## src/rtl/aes_pkg.sv

```systemverilog
// rtl/aes_pkg.sv - shared AES-128 round sequencing constants and FSM encoding
package aes_pkg;

    localparam int AES_NR     = 10;
    localparam int AES_RIDX_W = 4;
    // MixColumns register depth; the round datapath uses the same value to stay in lockstep
    localparam int AES_MC_LAT = 1;

    typedef logic [AES_RIDX_W-1:0] ridx_t;
    typedef logic [1:0]            fsm_state_t;

    localparam fsm_state_t ST_IDLE  = 2'd0;
    localparam fsm_state_t ST_ISSUE = 2'd1;
    localparam fsm_state_t ST_WAIT  = 2'd2;
    localparam fsm_state_t ST_DONE  = 2'd3;

endpackage

```

## src/rtl/aes_lat_timer.sv

```systemverilog
// rtl/aes_lat_timer.sv - loadable down-counter with zero flag for the MixColumns wait
module aes_lat_timer #(
    parameter int MC_LAT = 1
) (
    input  logic clk,
    input  logic rst,
    input  logic load,
    output logic zero
);

    localparam int W = (MC_LAT > 1) ? $clog2(MC_LAT) : 1;

    if (MC_LAT < 1 || MC_LAT > 4) begin : g_bad_mc_lat
        $error("aes_lat_timer: MC_LAT must be 1..4");
    end

    logic [W-1:0] count;

    // Loaded on the issue cycle so the flag rises exactly MC_LAT cycles later
    always_ff @(posedge clk or posedge rst) begin
        if (rst) begin
            count <= '0;
        end else if (load) begin
            count <= W'(MC_LAT - 1);
        end else if (count != '0) begin
            count <= count - W'(1);
        end
    end

    assign zero = (count == '0);

endmodule

```

## src/rtl/aes_round_ctrl.sv

```systemverilog
// rtl/aes_round_ctrl.sv - iterative AES-128 round sequencer driving the shared round datapath
module aes_round_ctrl
    import aes_pkg::*;
#(
    parameter int NR     = AES_NR,
    parameter int MC_LAT = AES_MC_LAT
) (
    input  logic                  clk,
    input  logic                  rst,
    input  logic                  in_valid,
    output logic                  in_ready,
    output logic                  ld_state,
    output logic                  issue,
    output logic                  mc_bypass,
    output logic                  cap_state,
    output logic [AES_RIDX_W-1:0] round_idx,
    output logic                  busy,
    output logic                  out_valid,
    input  logic                  out_ready,
    input  logic                  abort
);

    if (NR < 1 || NR > (1 << AES_RIDX_W) - 1) begin : g_bad_nr
        $error("aes_round_ctrl: NR must be 1..15");
    end

    localparam ridx_t LAST_IDX = ridx_t'(NR);

    fsm_state_t state;
    fsm_state_t state_nxt;
    ridx_t      ridx_nxt;
    logic       timer_zero;

    assign in_ready  = (state == ST_IDLE);
    assign ld_state  = in_valid & in_ready & ~abort;
    assign issue     = (state == ST_ISSUE);
    assign mc_bypass = issue && (round_idx == LAST_IDX);
    assign cap_state = (state == ST_WAIT) && timer_zero;
    assign busy      = (state != ST_IDLE);
    assign out_valid = (state == ST_DONE);

    aes_lat_timer #(
        .MC_LAT (MC_LAT)
    ) u_lat_timer (
        .clk  (clk),
        .rst  (rst),
        .load (issue),
        .zero (timer_zero)
    );

    // abort wins over acceptance, round advance and result hand-off
    always_comb begin
        state_nxt = state;
        ridx_nxt  = round_idx;
        if (abort) begin
            state_nxt = ST_IDLE;
            ridx_nxt  = '0;
        end else begin
            case (state)
                ST_IDLE: begin
                    if (ld_state) begin
                        state_nxt = ST_ISSUE;
                        ridx_nxt  = ridx_t'(1);
                    end
                end
                ST_ISSUE: begin
                    state_nxt = ST_WAIT;
                end
                ST_WAIT: begin
                    if (timer_zero) begin
                        if (round_idx == LAST_IDX) begin
                            state_nxt = ST_DONE;
                        end else begin
                            state_nxt = ST_ISSUE;
                            ridx_nxt  = round_idx + ridx_t'(1);
                        end
                    end
                end
                ST_DONE: begin
                    if (out_ready) begin
                        state_nxt = ST_IDLE;
                        ridx_nxt  = '0;
                    end
                end
                default: begin
                    state_nxt = ST_IDLE;
                    ridx_nxt  = '0;
                end
            endcase
        end
    end

    always_ff @(posedge clk or posedge rst) begin
        if (rst) begin
            state     <= ST_IDLE;
            round_idx <= '0;
        end else begin
            state     <= state_nxt;
            round_idx <= ridx_nxt;
        end
    end

endmodule

```

## config.mk

```make
export PLATFORM = sky130hd
export DESIGN_NAME = aes_round_ctrl
export DESIGN_NICKNAME = d
export VERILOG_FILES = /design/src/rtl/aes_pkg.sv /design/src/rtl/aes_lat_timer.sv /design/src/rtl/aes_round_ctrl.sv
export SDC_FILE = /design/constraint.sdc
export NUM_CORES = 1
export LEC_CHECK = 0
export CAP_MARGIN = 20
export CORE_AREA = 2 2 39 41
export CTS_CLUSTER_DIAMETER = 50
export DETAILED_ROUTE_END_ITERATION = 7
export DIE_AREA = 0 0 41 43
export HOLD_SLACK_MARGIN = 0.08
export SLEW_MARGIN = 20
export SYNTH_ARGS = -nofsm -noshare
export SYNTH_HDL_FRONTEND = slang
export SYNTH_SLANG_ARGS = --single-unit
```

## constraint.sdc

```tcl
create_clock -name clk -period 4.4 [get_ports clk]
set_input_delay 1.32 -clock clk [delete_from_list [all_inputs] [get_ports clk]]
set_output_delay 1.32 -clock clk [all_outputs]
set_load 0.1 [all_outputs]
```

== After elaboration in Yosys (flattened, before gate mapping) ==
Cells that the tools add are included.

* Add/sub/neg operators: 2
* $mul: 0
* Div/mod/pow operators: 0
* Order comparisons: 0
* Equality and inequality tests: 8
* Shifts and indexed selects: 0
* Muxes and demuxes: 14
* Bitwise gates (word level): 4
* Reduce and logical (&&, ||, !) cells: 7

{| class="wikitable"
|+ Operator list
! kind !! count
|-
| 2-to-1 mux 4 bit || 5
|-
| one-hot mux 4 bit (3 select lines) || 1
|-
| 2-to-1 mux 2 bit || 5
|-
| one-hot mux 2 bit (4 select lines) || 1
|-
| inequality test 3 x 1 -> 1 bit (second input constant) || 2
|-
| inequality test 3 bit (second input constant) || 2
|-
| AND reduction 5 bit || 1
|-
| adder 4 x 1 -> 4 bit (second input constant) || 1
|-
| == test 2 bit (second input constant) || 2
|-
| == test 4 bit (second input constant) || 1
|-
| nonzero test 4 bit || 1
|-
| AND reduction 3 bit || 1
|-
| AND 1 bit || 2
|-
| == test 2 x 1 -> 1 bit (second input constant) || 1
|-
| logical AND 1 bit || 2
|-
| zero test 2 bit || 1
|-
| 2-to-1 mux 1 bit || 2
|-
| inverter 1 bit || 2
|-
| nonzero test 2 bit || 1
|-
| subtractor 1 bit (second input constant) || 1
|}

* Bits in registers: 7
* Latch bits: 0
* Bits in writable memories: 0
* Memory bits (read-only): 0
* Logic and storage cells: 38
* Memories kept: 0

== Logic depth before layout (Yosys ltp) ==
Gate-level depths: netlist of the first run.

* Word-level depth: 6
* Gate-level depth with buffers: 6
* Depth with buffers taken out: 6

== By module ==
From an unflattened synthesis of the first run, not the netlist that was laid out.

* Cells, all modules: 62
* Area total of the unflattened synthesis: 543.0 um^2

{| class="wikitable"
|+ By module, submodules not included
! module !! times used !! cells each !! area each (um^2) !! seq. area each (um^2)
|-
| aes_round_ctrl || 1 || 60 || 531.8 || 150.1
|-
| aes_lat_timer || 1 || 2 || 11.3 || 0.0
|}

== Least setup slack after synthesis of the first run ==
No wires, ideal clock.

* Path kind: reg-to-output
* Start: register state[0]
* End: output ld_state
* Arrival time: 4415 ps
* Data required time: 3080 ps
* Path slack: -1335 ps
* Stages on the path, launching flop included: 5
* Buffers on the path: 0
* Cell sequence: dfrtp_1 -> inv_1 -> ha_1 -> inv_1 -> nor3b_1

* Cells in the longest elaborated chain, start to end: 3

{| class="wikitable"
|+ Ends and longest elaborated chain
! item !! RTL line !! source
|-
| from (decl) || aes_round_ctrl.sv:29 || <nowiki>fsm_state_t state;</nowiki>
|-
| from (signal assigned) || aes_round_ctrl.sv:98 || <nowiki>state <= state_nxt;</nowiki>
|-
| zero test 2 bit || aes_round_ctrl.sv:34 || <nowiki>assign in_ready = (state == ST_IDLE);</nowiki>
|-
| via in_ready || aes_round_ctrl.sv:11 || <nowiki>output logic in_ready,</nowiki>
|-
| AND 1 bit (2 in a row) || aes_round_ctrl.sv:35 || <nowiki>assign ld_state = in_valid & in_ready & ~abort;</nowiki>
|-
| to (decl) || aes_round_ctrl.sv:12 || <nowiki>output logic ld_state,</nowiki>
|}

The timed path passes the listed nets, and every way through them passes these cells.

== Worst setup path after layout of the first run ==
* Start: input abort
* End: output ld_state

* Cells in the longest elaborated chain, start to end: 2

{| class="wikitable"
|+ Ends and longest elaborated chain
! item !! RTL line !! source
|-
| from (decl) || aes_round_ctrl.sv:20 || <nowiki>input logic abort</nowiki>
|-
| inverter 1 bit || aes_round_ctrl.sv:35 ||
|-
| AND 1 bit || aes_round_ctrl.sv:35 ||
|}

No other way between the ends.

==> impl_results.md, run 1 <==
* Avg Cell Area, Syn at 9.200 sq um
* Clock share of power at 0.114
* Initial core utilization at 0.3391
* Sequential share of the synthesized area at 0.3200
* R2R Setup Slk at 2610 ps
* Clock slew seen by the registers of the worst setup and hold paths at 40 ps
* Setup TNS at 0 ps
* Post-CTS setup buffer count at 0
* Yosys warns at 0
* DRT Wirelength at 965 um
* Die footprint at 1763 sq um
* NumNets Final at 81
* I/O pin count at 16
* Syn Nets at 62
* Filler cells at 145
* Vias in the first global route at 385
* Critical R2R Launch: state[0]$_DFFE_PP0P_
* Worst setup SP type: primary input
* Worst-Skew Late Latency at 240 ps
* Number of cell rows at 14
* P per Cell Area at 615.1 nW/um^2
* Hold Buf Count CTS at 0
* Mapped Cells at 51
* Top-area cell type share of the netlist area at 0.3200
* Sequential Area at 150.1 sq um
* Max Clock Skew at 2.304 ps
* Outcome: complete, no violations
* All-Layer GR Usage at 0.1411
* Synth area leaders: dfrtp_1, ha_1, inv_1
* Diodes inserted at 0
* Combinational share of power at 0.699
* Largest net degree at the start of global routing at 9
* RSZ-0062 raised after global routing: false
* DR iter-0 viols at 6
* R2R Path End: round_idx[2]$_DFFE_PP0P_
* Slowest cell on crit path: clkdlybuf4s50_1
* H-tree depth at 1
* Multi-input gate area at 304.0 sq um
* Clock buffers created by TritonCTS at 3
* Max Cap Viol at 0
* Cell Int Power at 0.1751 mW
* Post-DRT Antenna Nets at 0
* Via count at 413
* Pleak at 0.3020 nW
* Routability cong. at 0.6921
* Final period util at 0.8442
* TritonCTS clock tree: done
* Finish-stage setup viols at 0
* Synth Cell Area at 469.2 sq um
* Most frequent cells in the layout: clkdlybuf4s50_1, inv_1, ha_1, dfrtp_1
* Fraction of layout cells with a size suffix above 1 at 0.2059
* Relative slew margins at 0.3556
* Sw Share at 0.5747
* Die Span Y at 43 um
* Grt total ovfl at 0
* Data arrival, critical path at 2390 ps
* Remaining DRCs at 0
* Post-synthesis cell type count at 25
* Final Max Tran Viols at 0
* Fmax at 269.2 MHz
* Root Buffer: clkbuf_4
* Post-CTS Resized at 0
* Critical Path, Cell by Cell: clkdlybuf4s50_1 -> nor3b_4 -> buf_12
* Fin util at 0.4837
* Worst R2R Path Depth at 6
* Worst path required time at 3080 ps
* Clock Path Buffers at 2
* CTS Sinks at 6
* Chip width at 41 um
* CP Capture Type: output pin
* Drt pass-1 iters at 4
* Worst VDD drop at 0.2636 mV
* Max stage delay on crit path at 580 ps
* Core area at 1384 sq um
* Yosys top cell by area: dfrtp_1
* Port-buffer cells at 15
* First-pass GRT wire length at 1628 um
* Routed WL per cell at 11.49 um
* Worst Setup EP: ld_state
* Layout Area Growth over Synthesis at 42.67%
* Worst-Margin Slew at 963.6 ps
* Yosys reg bits at 6
* Via density per instance at 4.917
* Antenna violations before repair at 0
* Switching Power at 0.2366 mW
* Leading cell type in the layout, fill and taps excluded: clkdlybuf4s50_1
* Hold Path Class: flop to flop
* Crit. Startpoint: abort
* Final HPWL DP at 792.9 um
* Minimum clock period at 3715 ps
* Part of the power in registers at 0.187
* Final hold violation count at 0
* CP max FO at 8
* Crit Path Class: primary input to output pin
==> Yosys cell counts <==
| cell | n |
|---|---|
| inv_1 | 6 |
| or2b_4 | 1 |
| nand4b_1 | 1 |
| a211o_2 | 1 |
| and4b_1 | 1 |
| ha_1 | 6 |
| nand3b_1 | 1 |
| clkbuf_1 | 1 |
| o21ai_0 | 2 |
| nand4_4 | 1 |
| or3_1 | 1 |
| or2b_2 | 1 |
| nand2b_1 | 1 |
| o41ai_1 | 1 |
| nor2_1 | 3 |
| a21oi_2 | 1 |
| xnor2_1 | 1 |
| nand4_1 | 1 |
| nand3_1 | 4 |
| or2b_1 | 1 |
| nor3b_1 | 1 |
| dfrtp_1 | 6 |
| o31a_1 | 1 |
| a21oi_1 | 3 |
| nand2_1 | 4 |
==> layer usage <==
metal  track usage  wire length (um)  vias to the layer above
met5             0                 0                        -
met4        0.1200                 9                        0
met3       0.01571                43                        2
met2        0.1906               450                       10
met1        0.1900               461                      189
li1              -                 -                      212
==> registers in the layout, indices dropped and copies added, names as in the netlist <==
register and cells:
state 2, round_idx 4
==> power groups by stage <==
stage          sequential [mW]  combinational (mW)  clock (mW)
2_1_floorplan            0.103               0.208           0
3_3_place_gp            0.0770               0.288           0
3_5_place_dp            0.0773               0.289           0
4_1_cts                 0.0769               0.290      0.0504
5_1_grt                 0.0778               0.306      0.0557
6_report                0.0770               0.288      0.0470
==> cells by family (layout without fill, tap and decap cells) <==
logic type      after synthesis  in the layout  synth area share
fa+ha+maj                     6              6            0.1600
flops                         6              6            0.3200
xor+xnor                      1              1           0.01867
buf+inv                       7             24           0.05599
compound gates                9              9            0.1307
simple gates                 22             22            0.3147
==> worst min-delay path by stage <==
stage,end,slack [ps],cells past startpoint,from
after floorplan,state[1]$_DFFE_PP0P_,540,2,state[1]$_DFFE_PP0P_
after global placement,state[1]$_DFFE_PP0P_,590,2,state[1]$_DFFE_PP0P_
after detailed placement,state[1]$_DFFE_PP0P_,580,2,state[1]$_DFFE_PP0P_
after CTS,state[1]$_DFFE_PP0P_,590,2,state[1]$_DFFE_PP0P_
after global routing,state[1]$_DFFE_PP0P_,630,2,state[1]$_DFFE_PP0P_
final,state[1]$_DFFE_PP0P_,590,2,state[1]$_DFFE_PP0P_
==> critical path: cells and delay by family <==
kind / cells / cell delay [ps]
simple gates: 1 / 290
buf+inv: 2 / 780
==> layout make-up <==
class,instances,share of cell area
multi-input cells,38,0.4542
flip-flops and latches,6,0.2243
repair buffers,15,0.2243
clock buffers,3,0.03364
inverters,6,0.03364
well taps,16,0.02991
==> metrics by stage <==
stage               hold WS [ps]  worst slack [ps]  std cells  instance area [sq um]  power (mW)
floorplan                  538.2             18.02         51                  480.5      0.3118
global placement           585.1             697.6         81                  646.9      0.3653
detailed placement         583.2             694.1         81                  646.9      0.3667
CTS                        589.6             693.1         84                  669.4      0.4172
global route               632.1             649.0         84                  669.4      0.4390
finish                     591.3             685.3         84                  669.4      0.4117
No activity file was read; power rests on OpenSTA's default activity.
==> run 2: changes to the inputs <==
PLACE_DENSITY = 0.67   (was not set)
clock period = 3.1 ns   (was 4.4 ns; I/O delays follow)
==> run 2 against run 1 <==
Against the previous run: via count grew 3.1%; flip-flop and latch count unchanged; critical path type unchanged; design area is 1.5% higher; routed wire length fell by 0.83%; hold slack got worse by 5.0 ps; largest cell class unchanged.
==> impl_results.md, run 2 (synthesis results as in run 1) <==
* Outcome: complete, no violations
* Cell Int Power at 0.2572 mW (+47%)
* Final Max Tran Viols at 0 (unchanged)
* Largest Register: round_idx
* RSZ-0062 raised after global routing: false
* CTS Sinks at 6 (unchanged)
* Via density per instance at 5.012 (+1.9%)
* Slowest cell on crit path: clkdlybuf4s50_1
* Hold Path Class: flop to flop
* Met3 GRT Util at 0.03141 (+0.01571)
* Finish-stage setup viols at 0 (unchanged)
* M1 GR Usage at 0.1667 (-0.02333)
* Multi-input gate area at 317.8 sq um (+4.5%)
* Crit Path Class: primary input to output pin
* TritonCTS clock tree: done
* Minimum clock period at 2797 ps
* Antenna violations before repair at 0 (unchanged)
* Post-CTS setup buffer count at 0 (unchanged)
* Number of cell rows at 14 (unchanged)
* Grt total ovfl at 0 (unchanged)
* Chip width at 41 um (unchanged)
* Vias in the first global route at 340 (-12%)
* Final period util at 0.9022
* Max stage delay on crit path at 480 ps (-100 ps)
* Initial core utilization at 0.3391 (unchanged)
* Worst path required time at 2170 ps (-910 ps)
* Fraction of layout cells with a size suffix above 1 at 0.3768 (+0.1709)
* Clock slew seen by the registers of the worst setup and hold paths at 40 ps (about the same)
* Fmax at 357.6 MHz
* Relative slew margins at 0.7920 (+0.4364)
* DRT Wirelength at 957 um (-0.83%)
* Final worst setup slack at 303.3 ps (-382.0 ps)
* Final hold violation count at 0 (unchanged)
* H-tree depth at 1 (unchanged)
* Remaining DRCs at 0 (unchanged)
* GR Layer Usage met2 at 0.1750 (-0.01563)
* Largest net degree at the start of global routing at 9 (unchanged)
* Port-buffer cells at 15 (unchanged)
* Drt pass-1 iters at 4 (unchanged)
* Hold_ws at 586.2 ps (-5.047 ps)
* Worst-Skew Late Latency at 240 ps (about the same)
* Hold Path Depth at 2 (unchanged)
* P per Cell Area at 885.1 nW/um^2 (+44%)
* Sequential Area at 150.1 sq um (unchanged)
* Routability cong. at 0.6907 (-0.20%)
* Max Clock Skew at 0.9467 ps (-1.358 ps)
* Clock share of power at 0.111 (-0.003)
* Top Registers: round_idx (4), state (2)
* Worst-Margin Slew at 308.0 ps (-655.5 ps)
* GRT busiest layer: met2
* Filler cells at 134 (-7.6%)
* CP Capture Type: output pin
* Layout Area Growth over Synthesis at 44.80%
* Critical Path, Cell by Cell: clkdlybuf4s50_1 -> nor3b_4 -> buf_12
* NumNets Final at 82 (+1.2%)
* Die footprint at 1763 sq um (unchanged)
* Post-CTS Resized at 0 (unchanged)
* Worst setup SP type: primary input
* Clock buffers created by TritonCTS at 3 (unchanged)
* Combinational share of power at 0.708 (+0.009)
* All-Layer GR Usage at 0.1259 (-0.01523)
* DR iter-0 viols at 6 (unchanged)
* First-pass GRT wire length at 1449 um (-11%)
* Max reg flops at 4 (unchanged)
* Data arrival, critical path at 1870 ps (-520 ps)
* Final HPWL DP at 792.3 um (about the same)
* Worst R2R Path Depth at 6 (unchanged)
* Post-DRT Antenna Nets at 0 (unchanged)
* Die Span Y at 43 um (unchanged)
* Routed WL per cell at 11.26 um (-2.0%)
* Worst VDD drop at 0.3269 mV (+24%)
* Leading cell type in the layout, fill and taps excluded: buf_4
* Root Buffer: clkbuf_4
* Most frequent cells in the layout: buf_4, dfrtp_1, ha_1
* Diodes inserted at 0 (unchanged)
* Pleak at 0.3114 nW (+3.1%)
* Sw Share at 0.5723 (-0.002334)
* Clock Path Buffers at 2 (unchanged)
* CP max FO at 2 (-6)
* Via count at 426 (+3.1%)
* Hold Buf Count CTS at 0 (unchanged)
* Final std cells w/o fill at 85 (+1.2%)
* Max Cap Viol at 0 (unchanged)
* Switching Power at 0.3442 mW (+45%)
* Pre-CTS WS at 296.3 ps (-397.7 ps)
* Placed Instances at 82 (+1.2%)
* I/O pin count at 16 (unchanged)
* Core area at 1384 sq um (unchanged)
* Part of the power in registers at 0.181 (-0.006)
[run 2: changes by cell type in the layout (fill, tap and decap cells not counted), moves of 2 or more]
| cell | previous run | this run |
|---|---|---|
| inv_1 | 6 | 3 |
| clkdlybuf4s50_1 | 10 | 4 |
| inv_2 | 0 | 2 |
| buf_4 | 4 | 11 |
[run 2: final cells by class]
cell class	instances	area share
sequential	6	0.2210
multi-input combinational	38	0.4678
clock buffer	3	0.03315
tap	16	0.02947
timing repair buffer	16	0.2099
inverter	6	0.03867
[run 2: path summary, 6_finish.rpt]
kind / start / end / slack, ps
setup / recovery: abort / ld_state / 300
hold / removal: state[1]$_DFFE_PP0P_ / state[1]$_DFFE_PP0P_ / 590
setup reg to reg: state[0]$_DFFE_PP0P_ / round_idx[2]$_DFFE_PP0P_ / 1340
hold reg to reg: state[1]$_DFFE_PP0P_ / state[1]$_DFFE_PP0P_ / 590
max in group asynchronous: rst / state[1]$_DFFE_PP0P_ / 2030
min in group asynchronous: rst / round_idx[2]$_DFFE_PP0P_ / 890
[run 2: layer usage]
layer / up-vias / wire [um]
met2: 14 / 433
li1: 215 / -
met3: 2 / 56
met1: 195 / 449
met4: 0 / 17
met5: - / 0
[run 2: metrics by stage]
| step | power [mW] | utilization | cell area, sq um | setup TNS (ps) |
|---|---|---|---|---|
| final | 0.6013 | 0.4910 | 679.4 | 0 |
| after detailed placement | 0.5349 | 0.4747 | 656.9 | 0 |
| after global routing | 0.6352 | 0.4910 | 679.4 | 0 |
| after floorplan | 0.4638 | - | 498.0 | -202.6 |
| after CTS | 0.6069 | 0.4910 | 679.4 | 0 |
| after global placement | 0.5311 | 0.4747 | 656.9 | 0 |
[run 2: worst max-delay path: cells and delay by family]
kind,cells,cell delay [ps]
and+or+nand+nor,1,250
buffers and inverters,2,680
[run 2: power by group through the flow]
stage	clock network (mW)	registers [mW]	logic [mW]
after CTS	0.0710	0.109	0.427
after detailed placement	0	0.110	0.425
final	0.0667	0.109	0.426
after floorplan	0	0.148	0.316
after global routing	0.0751	0.110	0.450
after global placement	0	0.109	0.422
==> run 3: changes to the inputs <==
ABC_AREA = 1   (was not set)
CORE_AREA = not set   (was 2 2 39 41)
CORE_UTILIZATION = 40   (was not set)
DIE_AREA = not set   (was 0 0 41 43)
PLACE_DENSITY = 0.72   (was 0.67)
==> run 3 against run 2 <==
Against the previous run: global-route usage increased by 4.0 points; critical path type unchanged; clock skew about the same; register-to-register slack improved by 310 ps; count of clock-buffer cells in the layout unchanged; critical path depth unchanged; routed wire length increased by 9.4%; design area increased by 11%.
==> impl_results.md, run 3 <==
* TritonCTS clock tree: done
* Diodes inserted at 0 (unchanged)
* DR iter-0 viols at 16 (+10)
* Sequential share of the synthesized area at 0.2746 (-0.04540)
* Fmax at 358.1 MHz (+0.14%)
* HP Start: round_idx[3]$_DFFE_PP0P_
* Largest Register: round_idx
* I/O pin count at 16 (unchanged)
* Yosys warns at 0 (unchanged)
* Via density per instance at 4.728 (-5.7%)
* Synth Flop Type: dfrtp_1
* Remaining DRCs at 0 (unchanged)
* Data arrival, critical path at 1860 ps (about the same)
* Worst setup SP type: primary input
* Critical R2R Launch: state[0]$_DFFE_PP0P_
* Port-buffer cells at 15 (unchanged)
* Chip width at 38.97 um (-5.0%)
* Final hold violation count at 0 (unchanged)
* Setup TNS at 0 ps (unchanged)
* Met3 GRT Util at 0.03468 (+0.003268)
* Max reg flops at 4 (unchanged)
* GR Layer Usage met2 at 0.2833 (+0.1083)
* Final Max Tran Viols at 0 (unchanged)
* Finish-stage setup viols at 0 (unchanged)
* Yosys reg bits at 6 (unchanged)
* Root Buffer: clkbuf_4
* P per Cell Area at 565.2 nW/um^2 (-36%)
* Crit Path Class: primary input to output pin
* Routed WL per cell at 10.17 um (-9.7%)
* Synth area leaders: dfrtp_1, ha_1, nand2_1
* Die footprint at 1519 sq um (-14%)
* Clock buffers created by TritonCTS at 3 (unchanged)
* Final period util at 0.9009 (-0.001238)
* Max stage delay on crit path at 500 ps (+20 ps)
* Syn Nets at 82 (+32%)
* Routability cong. at 0.7290 (+5.5%)
* Layout Area Growth over Synthesis at 38.44%
* Worst VDD drop at 0.4462 mV (+37%)
* Avg Cell Area, Syn at 7.701 sq um (-16%)
* M1 GR Usage at 0.1841 (+0.01745)
* Most frequent cells in the layout: nand2_1, buf_4, nand3_1
* Worst-Skew Late Latency at 240 ps (about the same)
* Commonest cells in the netlist: nand2_1, inv_1, nand3_1
* Number of flops mapped to enable cells by yosys at 0 (unchanged)
* Top Registers: round_idx (4), state (2)
* GRT busiest layer: met2
* Minimum clock period at 2793 ps (-3.837 ps)
* Largest net degree at the start of global routing at 8 (-1)
* All-Layer GR Usage at 0.1659 (+0.03997)
* Worst path required time at 2170 ps (about the same)
* Synth Cell Area at 546.8 sq um (+17%)
* Drt pass-1 iters at 4 (unchanged)
* Mapped Cells at 71 (+39%)
* CTS Sinks at 6 (unchanged)
* Pleak at 0.3816 nW (+23%)
* RSZ-0062 raised after global routing: false
* Clock slew seen by the registers of the worst setup and hold paths at 40 ps (about the same)
* Hold endpoint: round_idx[3]$_DFFE_PP0P_
* Slowest cell on crit path: clkdlybuf4s50_1
* Post-CTS Resized at 0 (unchanged)
* Grt total ovfl at 0 (unchanged)
* Hold Path Depth at 2 (unchanged)
* Via count at 487 (+14%)
* H-tree depth at 1 (unchanged)
* First-pass GRT wire length at 1607 um (+11%)
* NumNets Final at 102 (+24%)
* Critical Path, Cell by Cell: clkdlybuf4s50_1 -> nor3_4 -> buf_12
* Worst-Margin Slew at 278.9 ps (-29.10 ps)
* Antenna violations before repair at 0 (unchanged)
* Crit. Startpoint: abort
* Final HPWL DP at 913.5 um (+15%)
* Core area at 1186 sq um (-14%)
* Initial core utilization at 0.4610 (+0.1219)
* Async S/R FF share, synth at 1.000 (unchanged)
* Fraction of layout cells with a size suffix above 1 at 0.3596 (-0.01726)
* DRT Wirelength at 1047 um (+9.4%)
* Max Clock Skew at 0.9472 ps (+0.0004440 ps)
* Yosys top cell by area: dfrtp_1
* R2R Setup Slk at 1650 ps (+310 ps)
* Top-area cell type share of the netlist area at 0.2746 (-0.04540)
* Count leader, synth: nand2_1
* Max Cap Viol at 0 (unchanged)
* Post-synthesis cell type count at 18 (-28%)
* Worst R2R Path Depth at 7 (+1)
* Post-DRT Antenna Nets at 0 (unchanged)
* CP Capture Type: output pin
* Hold Path Class: flop to flop
* Vias in the first global route at 401 (+18%)
* Relative slew margins at 0.8156 (+0.02361)
* Clock Path Buffers at 2 (unchanged)
* Outcome: complete, no violations
* Number of cell rows at 12 (-2)
* Leading cell type in the layout, fill and taps excluded: nand2_1
* Hold_ws at 563.7 ps (-22.57 ps)
* R2R Path End: round_idx[1]$_DFFE_PP0P_
* Die Span Y at 38.97 um (-9.4%)
* CP max FO at 2 (unchanged)
* Post-CTS setup buffer count at 0 (unchanged)
* Hold Buf Count CTS at 0 (unchanged)
## run 3: worst max-delay path by stage
stage                           to  slack [ps]
after global routing      ld_state         260
after floorplan           ld_state        -200
after global placement    ld_state         320
after detailed placement  ld_state         290
final                     ld_state         310
after CTS                 ld_state         290
## run 3: critical path: cells and delay by family
| kind | cells | cell delay [ps] |
|---|---|---|
| AND/OR/NAND/NOR | 1 | 230 |
| buffers and inverters | 2 | 700 |
## run 3: layer usage
layer / routed length (um) / vias to the layer above / part of all wire
li1: - / 255 / -
met1: 457 / 216 / 0.44
met2: 528 / 14 / 0.50
met3: 48 / 2 / 0.046
met4: 13 / 0 / 0.012
met5: 0 / - / 0
## run 3: cell type report
| cell class | count | area [sq um] |
|---|---|---|
| clock buffers | 3 | 22.52 |
| flip-flops and latches | 6 | 150.1 |
| multi-input cells | 51 | 372.9 |
| repair buffers | 15 | 135.1 |
| inverters | 14 | 58.81 |
| fillers | 106 | 429.2 |
| well taps | 14 | 17.52 |
## run 3: logic make-up (layout without fill, tap and decap cells)
family,count (synthesis),in the layout,synth area share
and+or+nand+nor,42,42,0.4531
adders and majority gates,6,6,0.1373
buffers and inverters,14,32,0.1007
AOI/OAI and AO/OA,2,2,0.01829
DFF,6,6,0.2746
xor gates and xnor gates,1,1,0.01602
## run 3: power by group
part / internal (mW) / switching (mW)
registers: 0.0871 / 0.0130
clock network: 0.0437 / 0.0267
logic: 0.0658 / 0.192
## run 3: per-stage QoR
| step | power, mW | std cells | cell area [sq um] | utilization | worst slack (ps) |
|---|---|---|---|---|---|
| 3_3_place_gp | 0.3594 | 100 | 734.5 | 0.6192 | 321.1 |
| 3_5_place_dp | 0.3595 | 100 | 734.5 | 0.6192 | 292.5 |
| 4_1_cts | 0.4331 | 103 | 757.0 | 0.6382 | 292.4 |
| 5_1_grt | 0.4484 | 103 | 757.0 | 0.6382 | 256.3 |
| 6_report | 0.4279 | 103 | 757.0 | 0.6382 | 307.2 |
| 2_1_floorplan | 0.3142 | 71 | 581.8 | - | -204.4 |
